--- config.mk ---
export PLATFORM = sky130hd
export DESIGN_NAME = trisc_loader_flat
export DESIGN_NICKNAME = d
export VERILOG_FILES = /design/src/rtl/trisc_loader_if.sv /design/src/rtl/trisc_loader.sv /design/src/flat_wrapper.sv
export SDC_FILE = /design/constraint.sdc
export NUM_CORES = 1
export LEC_CHECK = 0
export CAP_MARGIN = 20
export CORE_MARGIN = 4
export CORE_UTILIZATION = 40
export DETAILED_ROUTE_END_ITERATION = 8
export PLACE_DENSITY = 0.66
export SETUP_SLACK_MARGIN = 0.15
export SLEW_MARGIN = 20
export SYNTH_ARGS = -nofsm -noshare
export SYNTH_HDL_FRONTEND = slang
export SYNTH_SLANG_ARGS = --single-unit
--- constraint.sdc ---
create_clock -name sysclock -period 3.9 [get_ports sysclock]
set_input_delay 1.17 -clock sysclock [delete_from_list [all_inputs] [get_ports sysclock]]
set_output_delay 1.17 -clock sysclock [all_outputs]
set_load 0.02 [all_outputs]
--- src/rtl/trisc_loader_if.sv ---
// trisc_loader_if: byte-stream handshake into the loader and the RAM
// write bus coming out of it. The slave modport is the loader side; the
// master modport is the stream producer / RAM observer side.
interface trisc_loader_if #(
  parameter int ADDR_W = 4,
  parameter int DATA_W = 8
);
  logic              in_valid;
  logic [DATA_W-1:0] in_data;
  logic              in_ready;
  logic [ADDR_W-1:0] ram_addr;
  logic [DATA_W-1:0] ram_data;
  logic              ram_wren;

  modport master (
    output in_valid, in_data,
    input  in_ready, ram_addr, ram_data, ram_wren
  );

  modport slave (
    input  in_valid, in_data,
    output in_ready, ram_addr, ram_data, ram_wren
  );
endinterface

--- src/rtl/trisc_loader.sv ---
// trisc_loader: receives a program image as a byte stream (header N, then
// N data bytes), writes it into the 16-word TRISC RAM through the load-mode
// path and releases the core with a one-cycle cpu_start pulse.
// Optional feature macro: TRISC_LOADER_CHECKSUM_EN adds a trailing 8-bit
// checksum byte (sum of data bytes mod 256); a mismatch ends in the error
// state instead of starting the core.
module trisc_loader #(
  parameter int ADDR_W    = 4,
  parameter int DATA_W    = 8,
  parameter int MAX_WORDS = 16
) (
  input  logic           sysclock,
  input  logic           sysreset,
  input  logic           load,
  trisc_loader_if.slave  bus,
  output logic           load_mode,
  output logic           cpu_start,
  output logic           busy,
  output logic           done,
  output logic           error
);

`ifdef TRISC_LOADER_CHECKSUM_EN
  typedef enum logic [2:0] {
    st_idle, st_hdr, st_data, st_drain, st_start, st_err, st_csum
  } state_t;
`else
  typedef enum logic [2:0] {
    st_idle, st_hdr, st_data, st_drain, st_start, st_err
  } state_t;
`endif

  state_t state_reg, state_next;

  // Word count and index are one bit wider than the address so that a
  // full 16-word image can be represented.
  logic [ADDR_W:0]   count_reg, count_next;
  logic [ADDR_W:0]   idx_reg, idx_next;
  logic [ADDR_W-1:0] addr_reg, addr_next;
  logic [DATA_W-1:0] data_reg, data_next;
  logic              wren_reg, wren_next;
  logic              done_reg, done_next;
  logic              error_reg, error_next;
`ifdef TRISC_LOADER_CHECKSUM_EN
  logic [DATA_W-1:0] sum_reg, sum_next;
`endif

  logic in_ready_int;
  logic accept;
  logic hdr_ok;
  logic last_byte;

  // Next-state logic, datapath next values and state-decoded outputs.
  always_comb begin
    state_next = state_reg;
    count_next = count_reg;
    idx_next   = idx_reg;
    addr_next  = addr_reg;
    data_next  = data_reg;
    wren_next  = 1'b0;
    done_next  = done_reg;
    error_next = error_reg;
`ifdef TRISC_LOADER_CHECKSUM_EN
    sum_next   = sum_reg;
`endif

    in_ready_int = (state_reg == st_hdr) || (state_reg == st_data)
`ifdef TRISC_LOADER_CHECKSUM_EN
                   || (state_reg == st_csum)
`endif
                   ;
    load_mode = in_ready_int || (state_reg == st_drain);
    cpu_start = (state_reg == st_start);
    busy      = (state_reg != st_idle);

    accept    = bus.in_valid && in_ready_int;
    hdr_ok    = (bus.in_data != '0) && (bus.in_data <= DATA_W'(MAX_WORDS));
    last_byte = ((idx_reg + (ADDR_W+1)'(1)) == count_reg);

    case (state_reg)
      st_idle: begin
        if (load) begin
          state_next = st_hdr;
          idx_next   = '0;
          done_next  = 1'b0;
          error_next = 1'b0;
`ifdef TRISC_LOADER_CHECKSUM_EN
          sum_next   = '0;
`endif
        end
      end
      st_hdr: begin
        if (accept) begin
          if (hdr_ok) begin
            count_next = bus.in_data[ADDR_W:0];
            state_next = st_data;
          end else begin
            // Flag is raised on the transition so it is visible in the
            // first cycle after the bad header.
            error_next = 1'b1;
            state_next = st_err;
          end
        end
      end
      st_data: begin
        if (accept) begin
          addr_next = idx_reg[ADDR_W-1:0];
          data_next = bus.in_data;
          wren_next = 1'b1;
          idx_next  = idx_reg + (ADDR_W+1)'(1);
`ifdef TRISC_LOADER_CHECKSUM_EN
          sum_next  = sum_reg + bus.in_data;
          if (last_byte) state_next = st_csum;
`else
          if (last_byte) state_next = st_drain;
`endif
        end
      end
      // Holds load_mode for the cycle in which the last write lands.
      st_drain: begin
        state_next = st_start;
        done_next  = 1'b1;
      end
`ifdef TRISC_LOADER_CHECKSUM_EN
      st_csum: begin
        if (accept) begin
          if (bus.in_data == sum_reg) begin
            state_next = st_start;
            done_next  = 1'b1;
          end else begin
            state_next = st_err;
            error_next = 1'b1;
          end
        end
      end
`endif
      st_start: state_next = st_idle;
      st_err:   state_next = st_idle;
      default:  state_next = st_idle;
    endcase
  end

  // State register.
  always_ff @(posedge sysclock) begin
    if (sysreset) state_reg <= st_idle;
    else          state_reg <= state_next;
  end

  // Datapath registers: counters, registered RAM write port, sticky flags.
  always_ff @(posedge sysclock) begin
    if (sysreset) begin
      count_reg <= '0;
      idx_reg   <= '0;
      addr_reg  <= '0;
      data_reg  <= '0;
      wren_reg  <= 1'b0;
      done_reg  <= 1'b0;
      error_reg <= 1'b0;
`ifdef TRISC_LOADER_CHECKSUM_EN
      sum_reg   <= '0;
`endif
    end else begin
      count_reg <= count_next;
      idx_reg   <= idx_next;
      addr_reg  <= addr_next;
      data_reg  <= data_next;
      wren_reg  <= wren_next;
      done_reg  <= done_next;
      error_reg <= error_next;
`ifdef TRISC_LOADER_CHECKSUM_EN
      sum_reg   <= sum_next;
`endif
    end
  end

  assign bus.in_ready = in_ready_int;
  assign bus.ram_addr = addr_reg;
  assign bus.ram_data = data_reg;
  assign bus.ram_wren = wren_reg;
  assign done         = done_reg;
  assign error        = error_reg;

endmodule
--- src/flat_wrapper.sv ---
// flat-port wrapper written by rule: the top's interface ports become plain ports
module trisc_loader_flat 
#(
  parameter int ADDR_W    = 4,
  parameter int DATA_W    = 8,
  parameter int MAX_WORDS = 16
)
  (sysclock, sysreset, load, load_mode, cpu_start, busy, done, error, bus_in_valid, bus_in_data, bus_in_ready, bus_ram_addr, bus_ram_data, bus_ram_wren);
  trisc_loader_if #(.ADDR_W(ADDR_W), .DATA_W(DATA_W)) bus_i ();
  input  logic sysclock;
  input  logic sysreset;
  input  logic load;
  output logic load_mode;
  output logic cpu_start;
  output logic busy;
  output logic done;
  output logic error;
  input wire logic [$bits(bus_i.in_valid)-1:0] bus_in_valid;
  input wire logic [$bits(bus_i.in_data)-1:0] bus_in_data;
  output wire logic [$bits(bus_i.in_ready)-1:0] bus_in_ready;
  output wire logic [$bits(bus_i.ram_addr)-1:0] bus_ram_addr;
  output wire logic [$bits(bus_i.ram_data)-1:0] bus_ram_data;
  output wire logic [$bits(bus_i.ram_wren)-1:0] bus_ram_wren;
  assign bus_i.in_valid = bus_in_valid;
  assign bus_i.in_data = bus_in_data;
  assign bus_in_ready = bus_i.in_ready;
  assign bus_ram_addr = bus_i.ram_addr;
  assign bus_ram_data = bus_i.ram_data;
  assign bus_ram_wren = bus_i.ram_wren;
  trisc_loader #(.ADDR_W(ADDR_W), .DATA_W(DATA_W), .MAX_WORDS(MAX_WORDS)) u_core (.sysclock(sysclock), .sysreset(sysreset), .load(load), .bus(bus_i), .load_mode(load_mode), .cpu_start(cpu_start), .busy(busy), .done(done), .error(error));
endmodule
==> metrics <==
status=complete, no violations; Row Count=20; Antenna Nets Post-Route=0; Die Ht=approximately 66 um; placed cells=around 230; Synth top area share=0.4099; RSZ-0062 raised after global routing=no; RePlAce Congestion=0.8608; Fillers=approximately 330; ys flop type=dfxtp_1; Mapped Cells=around 160; Post-synth EDFFs=0; met3 GRT Util=0.04216; area growth from synthesis to layout=22.23%; ranking of synthesized cells by area=dfxtp_1 (41%), a21oi_1 (9.5%), nand2_1 (7.7%); synthesized cell area=around 0.0014 sq mm; CP Launch Type=register; Setup Skew=0.007799 ns; grt met1 use=0.1957; Post-Syn Nets=around 180; crit-path max cell delay=around 0.62 ns; number of distinct library cells after synthesis=38; Final Hold Fails=0; DR WL/cell=between 10 and 15 um; clock sink total=28; syn_area_per_cell=around 8.3 sq um; post-DP HPWL=around 2200 um; GRT Max-Usage Layer=met2; pwr dens=289.6 mW/mm^2; FF+latch count, synth=28; CP Max Fanout=16; design area=0.001672 sq mm; CTS Buffer Depth=2; routed vias/inst=5.264; Post-CTS Setup Inserts=0; I/O pin count=31; Sum Neg Setup Slack=0 ns; Commonest cells post-synth=dfxtp_1 (28), nand2_1 (28), a21oi_1 (26); clock-pin slew on the worst setup and hold paths=around 0.14 ns; Non-Filler Instances=231; vias in the first global route=around 1.0k; core area=approximately 0.0032 sq mm; Max-Cap Viols=0; CTS Buf Count=3; normalized max-slew margin=0.3107; DRC viols=0; Post-Route WL=3024 um; FMAX=slightly above 300 MHz; # diodes=0; Cell Chain, Critical Path=or2b_2, a21oi_1, clkdlybuf4s50_1; cell taking the most area after synthesis=dfxtp_1; Final Core Density=0.5302; Least-Margin Pin Slew=between 1 and 1.5 ns; clock root buffer=clkbuf_4; H-tree depth=1; gr usage total=0.1444; IO buf count=30; slowest CP cell=dfxtp_1; Placement Cell Area=0.001649 sq mm; die area=0.004418 sq mm; VDD IR max=0.2079 mV; grt ovf=0; post-synthesis sequential area ratio=0.4099; # setup viols final=0; fraction of layout cells with a size suffix above 1=0.06952; max reg flops=8; met2 usage=0.2305; NumNets Final=202; Worst Path Arrival=2.05 ns; Critical Path RT=~2.7 ns; critical path class=reg -> out; Slew Viols, Final=0; drt first pass iters=4; Vias=1216; initial antenna violation count=0; CTS tree=yes; Hold Path Class=reg -> reg; YS warnings=0; global-route wire length before repair=about 4900 um; drt initial violations=between 40 and 50; final worst-path cycle share=0.8260; Starting Density=0.4337; largest net degree at the start of global routing=29; worst skew pair latency=roughly 0.33 ns; number of gates resized after cts=0; die width=66.47 um; minimum clock period=~3.2 ns; Leakage=approximately 0.00054 uW; Worst setup EP type=output pin; hold-fix buffers at CTS=0; async set-reset flop share out of synthesis=0
-- critical path: cells and delay by family, from the launching register on --
family	cells	cell delay (ns)
compound gates	1	0.13
simple gates	1	0.36
flops	1	0.62
buf+inv	1	0.62
-- path summary, 6_finish.rpt --
path / slack, ns / startpoint / cells after the start / end
setup / recovery: 0.68 / u_core.state_reg[1] / 3 / bus_in_ready
hold / removal: 0.46 / u_core.bus.ram_data[4] / 2 / u_core.bus.ram_data[4]
setup reg to reg: 2.11 / u_core.state_reg[1] / 4 / u_core.idx_reg[2]
hold reg to reg: 0.46 / u_core.bus.ram_data[4] / 2 / u_core.bus.ram_data[4]
-- routing by layer --
layer	routed length, um	up-vias
met5	0	-
met4	15	0
met3	164	2
met2	1482	35
met1	1361	556
li1	-	623
-- per-stage QoR --
step                worst slack (ns)  hold WS [ns]  power, uW
finish                        0.6787        0.4618      484.0
global route                  0.5201        0.4956      503.7
CTS                           0.6628        0.4669      488.6
detailed placement            0.9215        0.4475      372.1
global placement              0.9966        0.4433      371.1
floorplan                      1.617        0.4621      340.9
-- cell usage in the layout (no fill, tap or decap), drive strengths merged, types with 2 or more instances in the layout --
cell type	count
a21oi	26
a221oi	3
and2	3
clkbuf	3
clkdlybuf4s50	30
dfxtp	28
inv	4
mux2	2
nand2	28
nand3	9
nand3b	2
nor2	8
nor3	5
nor3b	2
nor4	2
nor4b	2
o21ai	10
or3	2
xnor2	4
xor2	2
-- power breakdown --
| part | internal [uW] | switching (uW) | total [uW] |
|---|---|---|---|
| combinational | 31.8 | 36.4 | 68.2 |
| sequential | 290 | 8.20 | 298 |
| clock | 36.3 | 81.5 | 118 |
-- cell type report --
class	count	area, sq um	share of cell area
inverters	4	15.01	0.008982
flip-flops and latches	28	560.5	0.3353
clock buffers	3	22.52	0.01347
well taps	44	55.05	0.03293
multi-input cells	121	710.7	0.4252
repair buffers	31	307.8	0.1841
-- kinds of logic after synthesis --
group | Yosys count | synth area share
AOI/OAI and AO/OA | 43 | 0.1821
xor gates and xnor gates | 6 | 0.03843
adders and majority gates | 1 | 0.009148
buffers and inverters | 15 | 0.07044
DFF | 28 | 0.4099
muxes | 3 | 0.02653
and+or+nand+nor | 68 | 0.2635
Power figures use the tool's default switching activity.
